**src/rtl/hasti_arbiter.sv**
```systemverilog
// hasti_arbiter -- two-master to one-port HASTI (AHB-Lite) arbiter.
//
// Lets two bus masters (vscale core and a DMA/debug master) share the single
// master port of hasti_bus. The address phase is muxed from the granted
// master. The data-phase owner is tracked so write data and responses are
// routed to the correct master. A master that loses arbitration is stalled
// through its own hready. If a master's data phase completes while that master
// is still stalled on its next address, the response is buffered in a
// per-master hold register and presented once the master is released.
//
// Configuration macro: HASTI_ARB_FIXED_PRIO_EN
//   undefined : round-robin between the two masters when both request
//   defined   : master 0 always wins when both request (lock still honoured)
//
// Ports
//   hclk, hreset           clock; synchronous active-high reset
//   m0_* / m1_*            master request inputs (haddr, hwrite, hsize,
//                          hburst, hprot, htrans, hmastlock, hwdata) and
//                          response outputs (hrdata, hready, hresp)
//   b_*                    request outputs towards hasti_bus and its
//                          response inputs (hrdata, hready, hresp)
//   hmaster                current address-phase grant (0 = M0, 1 = M1)
module hasti_arbiter #(
  parameter int ADDR_W = 32,
  parameter int DATA_W = 32
) (
  input  logic              hclk,
  input  logic              hreset,
  // master 0
  input  logic [ADDR_W-1:0] m0_haddr,
  input  logic              m0_hwrite,
  input  logic [2:0]        m0_hsize,
  input  logic [2:0]        m0_hburst,
  input  logic [3:0]        m0_hprot,
  input  logic [1:0]        m0_htrans,
  input  logic              m0_hmastlock,
  input  logic [DATA_W-1:0] m0_hwdata,
  output logic [DATA_W-1:0] m0_hrdata,
  output logic              m0_hready,
  output logic              m0_hresp,
  // master 1
  input  logic [ADDR_W-1:0] m1_haddr,
  input  logic              m1_hwrite,
  input  logic [2:0]        m1_hsize,
  input  logic [2:0]        m1_hburst,
  input  logic [3:0]        m1_hprot,
  input  logic [1:0]        m1_htrans,
  input  logic              m1_hmastlock,
  input  logic [DATA_W-1:0] m1_hwdata,
  output logic [DATA_W-1:0] m1_hrdata,
  output logic              m1_hready,
  output logic              m1_hresp,
  // shared bus side
  output logic [ADDR_W-1:0] b_haddr,
  output logic              b_hwrite,
  output logic [2:0]        b_hsize,
  output logic [2:0]        b_hburst,
  output logic [3:0]        b_hprot,
  output logic [1:0]        b_htrans,
  output logic              b_hmastlock,
  output logic [DATA_W-1:0] b_hwdata,
  input  logic [DATA_W-1:0] b_hrdata,
  input  logic              b_hready,
  input  logic              b_hresp,
  output logic              hmaster
);

  typedef enum logic [1:0] {
    DOWN_NONE = 2'b00,
    DOWN_M0   = 2'b01,
    DOWN_M1   = 2'b10
  } downer_t;

  // Registered state and its next-state values
  logic              last_g,   last_g_nxt;
  logic              aowner,   aowner_nxt;
  logic              lock_r,   lock_nxt;
  downer_t           downer,   downer_nxt;
  logic [1:0]        hold_v,   hold_v_nxt;
  logic [1:0]        hold_resp, hold_resp_nxt;
  logic [DATA_W-1:0] hold_data     [2];
  logic [DATA_W-1:0] hold_data_nxt [2];

  // Per-master handshake terms (bit i belongs to master i)
  logic [1:0] req;
  logic [1:0] acc;
  logic [1:0] own;
  logic [1:0] dph_done;
  logic [1:0] rdy;
  logic       grant;
  logic       req_g;
  logic       lock_g;

  assign req = {m1_htrans[1], m0_htrans[1]};
  assign own = {downer == DOWN_M1, downer == DOWN_M0};

  // Address-phase grant: lock override, then arbitration, else park on owner
  always_comb begin
    grant = aowner;
    if (lock_r && req[aowner]) begin
      grant = aowner;
    end else if (req == 2'b11) begin
`ifdef HASTI_ARB_FIXED_PRIO_EN
      grant = 1'b0;
`else
      grant = ~last_g;
`endif
    end else if (req[0]) begin
      grant = 1'b0;
    end else if (req[1]) begin
      grant = 1'b1;
    end else begin
      grant = aowner;
    end
  end

  assign req_g   = req[grant];
  assign lock_g  = grant ? m1_hmastlock : m0_hmastlock;
  assign hmaster = grant;

  // Address/control mux; a parked or reset grant shows IDLE to the bus
  always_comb begin
    if (grant) begin
      b_haddr     = m1_haddr;
      b_hwrite    = m1_hwrite;
      b_hsize     = m1_hsize;
      b_hburst    = m1_hburst;
      b_hprot     = m1_hprot;
      b_hmastlock = m1_hmastlock;
    end else begin
      b_haddr     = m0_haddr;
      b_hwrite    = m0_hwrite;
      b_hsize     = m0_hsize;
      b_hburst    = m0_hburst;
      b_hprot     = m0_hprot;
      b_hmastlock = m0_hmastlock;
    end
    if (hreset || !req_g) begin
      b_htrans = 2'b00;
    end else begin
      b_htrans = grant ? m1_htrans : m0_htrans;
    end
  end

  // Write data follows the data-phase owner (M0 when nobody owns it)
  assign b_hwdata = (downer == DOWN_M1) ? m1_hwdata : m0_hwdata;

  // Handshake: a master is released once its address is accepted and its
  // previous data phase has finished (either on the bus or into the hold)
  always_comb begin
    acc[0]      = !req[0] || (!grant && b_hready);
    acc[1]      = !req[1] || (grant && b_hready);
    dph_done[0] = !own[0] || b_hready || hold_v[0];
    dph_done[1] = !own[1] || b_hready || hold_v[1];
    rdy         = acc & dph_done;
  end

  // Response routing: held response first, then live bus response for the owner
  always_comb begin
    m0_hready = hreset | rdy[0];
    m1_hready = hreset | rdy[1];
    m0_hrdata = hold_v[0] ? hold_data[0] : (own[0] ? b_hrdata : {DATA_W{1'b0}});
    m1_hrdata = hold_v[1] ? hold_data[1] : (own[1] ? b_hrdata : {DATA_W{1'b0}});
    if (hreset) begin
      m0_hresp = 1'b0;
      m1_hresp = 1'b0;
    end else begin
      m0_hresp = hold_v[0] ? hold_resp[0] : (own[0] & b_hresp);
      m1_hresp = hold_v[1] ? hold_resp[1] : (own[1] & b_hresp);
    end
  end

  // Next-state: arbitration state advances only on bus-ready cycles
  always_comb begin
    last_g_nxt = last_g;
    aowner_nxt = aowner;
    lock_nxt   = lock_r;
    downer_nxt = downer;
    if (b_hready) begin
      aowner_nxt = grant;
      lock_nxt   = lock_g && req_g;
      if (req_g) begin
        last_g_nxt = grant;
        downer_nxt = grant ? DOWN_M1 : DOWN_M0;
      end else begin
        last_g_nxt = last_g;
        downer_nxt = DOWN_NONE;
      end
    end else begin
      last_g_nxt = last_g;
      aowner_nxt = aowner;
      lock_nxt   = lock_r;
      downer_nxt = downer;
    end
    // Capture a finished data phase whose master is still stalled on its
    // next address; capture and release cannot coincide since acc is low.
    for (int i = 0; i < 2; i++) begin
      hold_v_nxt[i]    = hold_v[i];
      hold_resp_nxt[i] = hold_resp[i];
      hold_data_nxt[i] = hold_data[i];
      if (rdy[i]) begin
        hold_v_nxt[i] = 1'b0;
      end else if (own[i] && b_hready && !acc[i]) begin
        hold_v_nxt[i]    = 1'b1;
        hold_resp_nxt[i] = b_hresp;
        hold_data_nxt[i] = b_hrdata;
      end else begin
        hold_v_nxt[i] = hold_v[i];
      end
    end
  end

  // State register with synchronous active-high reset
  always_ff @(posedge hclk) begin
    if (hreset) begin
      last_g       <= 1'b1;
      aowner       <= 1'b0;
      lock_r       <= 1'b0;
      downer       <= DOWN_NONE;
      hold_v       <= 2'b00;
      hold_resp    <= 2'b00;
      hold_data[0] <= {DATA_W{1'b0}};
      hold_data[1] <= {DATA_W{1'b0}};
    end else begin
      last_g       <= last_g_nxt;
      aowner       <= aowner_nxt;
      lock_r       <= lock_nxt;
      downer       <= downer_nxt;
      hold_v       <= hold_v_nxt;
      hold_resp    <= hold_resp_nxt;
      hold_data[0] <= hold_data_nxt[0];
      hold_data[1] <= hold_data_nxt[1];
    end
  end

endmodule

```
**config.mk**
```make
export PLATFORM = sky130hd
export DESIGN_NAME = hasti_arbiter
export DESIGN_NICKNAME = d
export VERILOG_FILES = /design/src/rtl/hasti_arbiter.sv
export SDC_FILE = /design/constraint.sdc
export NUM_CORES = 1
export LEC_CHECK = 0
export ABC_CLOCK_PERIOD_IN_PS = 2120
export CAP_MARGIN = 5
export CORE_AREA = 4 4 130 132
export CTS_CLUSTER_DIAMETER = 100
export DETAILED_ROUTE_END_ITERATION = 10
export DIE_AREA = 0 0 134 136
export GPL_ROUTABILITY_DRIVEN = 0
export PLACE_DENSITY = 0.76
export SYNTH_ARGS = -nofsm -noshare
export SYNTH_HDL_FRONTEND = slang
export SYNTH_SLANG_ARGS = --single-unit
```
**constraint.sdc**
```tcl
create_clock -name hclk -period 2.12 [get_ports hclk]
set_clock_uncertainty 0.2 [all_clocks]
set_input_delay 0.212 -clock hclk [delete_from_list [all_inputs] [get_ports hclk]]
set_output_delay 0.212 -clock hclk [all_outputs]
set_load 0.05 [all_outputs]
```
==> flow_metrics.env <==
export IMPL_maxSlewHeadroom_pct=63.54
export IMPL_htreeDepth=3
export IMPL_synth_area_um2=4412
export IMPL_cp_common_cell="buf_12"
export IMPL_critPathSlowestCell="dfxtp_2"
export IMPL_synth_edf_count=0
export IMPL_path_buf_inv=2
export IMPL_hold_slack_ns=0.1606
export IMPL_yosys_area_top_type="dfxtp_1"
export IMPL_vias=5484
export IMPL_ir_drop_uv=412.8
export IMPL_avgSynthCellArea_um2=7.280
export IMPL_synth_top_flop_cell="dfxtp_1"
export IMPL_async_flop_share_pct=0
export IMPL_ys_types=35
export IMPL_cp_cell_sequence="o21a_1 -> o22a_4 -> buf_12 -> mux2i_1 -> nor3_2 -> buf_12"
export IMPL_syn_to_final_growth_pct=122.6
export IMPL_worstSetupStartpointType="flop"
export IMPL_min_path_type="in2reg"
export IMPL_ys_ff_latch=73
export IMPL_die_w_um=134
export IMPL_wl_per_cell_um=17.86
export IMPL_final_common_cell="nand2_1"
export IMPL_met2_usage_pct=37.28
export IMPL_cp_top_family="compound AO/OA/AOI/OAI gates"
export IMPL_synth_area_leaders="dfxtp_1 33%, nand2_1 20%, mux2_2 11%, mux2i_1 7.7%, a22o_1 6.4%"
export IMPL_path_clk_slew_ns=0.07
export IMPL_required_ns=1.71
export IMPL_antenna_found_initial=7
export IMPL_path_class="reg2out"
export IMPL_rsz0062_at_grt="true"
export IMPL_grt_pass1_vias=5328
export IMPL_hold_viol=0
export IMPL_grt_max_degree=54
export IMPL_placedCellCount=1139
export IMPL_grt_pass1_wl_um=31210
export IMPL_cts_buffers=9
export IMPL_io_buffers=338
export IMPL_drive_above_1_share_pct=29.62
export IMPL_die_area_um2=18220
export IMPL_clk_path_buf_depth=2
export IMPL_finish_instance_area_um2=9822
export IMPL_final_util_pct=62.51
export IMPL_slowest_delay_ns=0.34
export IMPL_ant_nets=0
export IMPL_globalRouteOverflowTotal=0
export IMPL_final_cell_mix="230 x nand2_1, 188 x clkdlybuf4s50_1, 113 x buf_12, 69 x dfxtp_1, 48 x buf_6"
export IMPL_num_rows=46
export IMPL_met1_usage_pct=26.83
export IMPL_synth_cells=606
export IMPL_fp_coreArea_um2=15710
export IMPL_gr_usage_all_layers_pct=21.81
export IMPL_ios=339
export IMPL_layout_setup_ws_ns=-0.07938
export IMPL_dpl_cell_area_um2=9186
export IMPL_fmax_ghz=0.4547
export IMPL_syn_nets=798
export IMPL_power_leakage_nw=4.165
export IMPL_num_nets_final=1130
export IMPL_ctsHoldBuffers=0
export IMPL_clk_latency_ns=0.31
export IMPL_finalPower_mw=5.433
export IMPL_critPathCaptureType="output port"
export IMPL_dr_first_iter_drc_count=306
export IMPL_min_period_ns=2.199
export IMPL_finalSetupTns_ns=-2.810
export IMPL_die_h_um=136
export IMPL_synth_seq_area_share_pct=33.13
export IMPL_synth_top_area_share_pct=33.13
export IMPL_worst_slew_pin_slew_ns=0.5468
export IMPL_arrival_ns=1.79
export IMPL_initial_utilization_pct=28.08
export IMPL_cts_sinks=73
export IMPL_slew_violations=0
export IMPL_first_pass_iters=4
export IMPL_hpwlAfterDp_um=16350
export IMPL_max_cap_violations=0
export IMPL_wl_um=20770
export IMPL_setup_viol=46
export IMPL_grt_use_met3_pct=7.254
export IMPL_violations="negative setup slack"
export IMPL_cts_root_buf="clkbuf_16"
export IMPL_final_cells=1163
export IMPL_power_density_nw_per_um2=553.1
export IMPL_cp_max_fo=9
export IMPL_tritoncts="built"
export IMPL_status="finished, violations left"
export IMPL_drc=0
export IMPL_yosys_warnings=0
export IMPL_vias_per_cell=4.715
export IMPL_place_ws_ns=-0.2119
export IMPL_min_period_over_period_pct=103.7
export IMPL_top_usage_layer="met2"
-- synth_stat cells (2+ instances only) --
cell / count
buf_4: 4
nor2_1: 39
mux2_2: 44
a21oi_1: 38
a22o_1: 32
nand2_1: 230
buf_6: 2
buf_2: 14
inv_1: 5
o21ai_0: 35
clkbuf_1: 27
mux2i_1: 34
dfxtp_1: 73
buf_1: 4
nand2b_1: 4
and4b_1: 2
-- cells by family (layout without fill, tap and decap cells) --
group,count (synthesis),count (layout),share of synthesized area (%)
AND/OR/NAND/NOR,280,280,24.76
AO/OA/AOI/OAI,118,118,17.24
multiplexers,78,78,18.95
flip-flops,73,73,33.13
buffers and inverters,57,393,5.927
other,0,5,0
-- registers in the layout, indices dropped and copies added (netlist names) --
name,count
hold_resp,2
lock_r,1
last_g,1
downer,2
hold_data,64
hold_v,2
aowner,1
-- per-layer routing --
layer  vias up  routed length (um)
met1      2544                8316
met4         4                 281
met5         -                  27
met2       213               10380
li1       2709                   -
met3        14                1770
-- worst reg2reg max path, cell delays in order, from the launching register on --
cell and delay (ns):
dfxtp_2 0.34, o21a_1 0.22, o22a_4 0.28, buf_12 0.16, mux2_2 0.29, a32o_1 0.20
-- layout make-up --
class,count,area (um2)
fill,1266,5891
timing repair buffer,372,4877
multi-input combinational,476,2828
sequential,73,1469
tap,216,270.3
clock buffer,10,239.0
clock inverter,5,103.9
inverter,6,22.52
antenna,5,12.51
-- repair_timing --
action | 4_1_cts | 5_1_grt
gates cloned | 1 | 0
setup endpoints to repair | 76 | 77
setup buffers | 2 | 1
pin swaps | 2 | 0
gates resized for setup | 54 | 12
-- power breakdown --
group / switching [mW] / internal [mW]
registers: 0.0129 / 1.39
clock network: 0.586 / 1.18
logic: 1.18 / 1.09
-- path summary, 6_finish.rpt --
check | start | end | slack (ns) | depth (start not counted)
min | hreset | hold_data[0][0] | 0.16 | 2
max | lock_r | b_htrans[0] | -0.08 | 6
min reg2reg | hold_data[0][34] | hold_data[0][34] | 0.25 | 2
max reg2reg | lock_r | lock_r | 0.33 | 5
(Power assumes the default switching activity.)
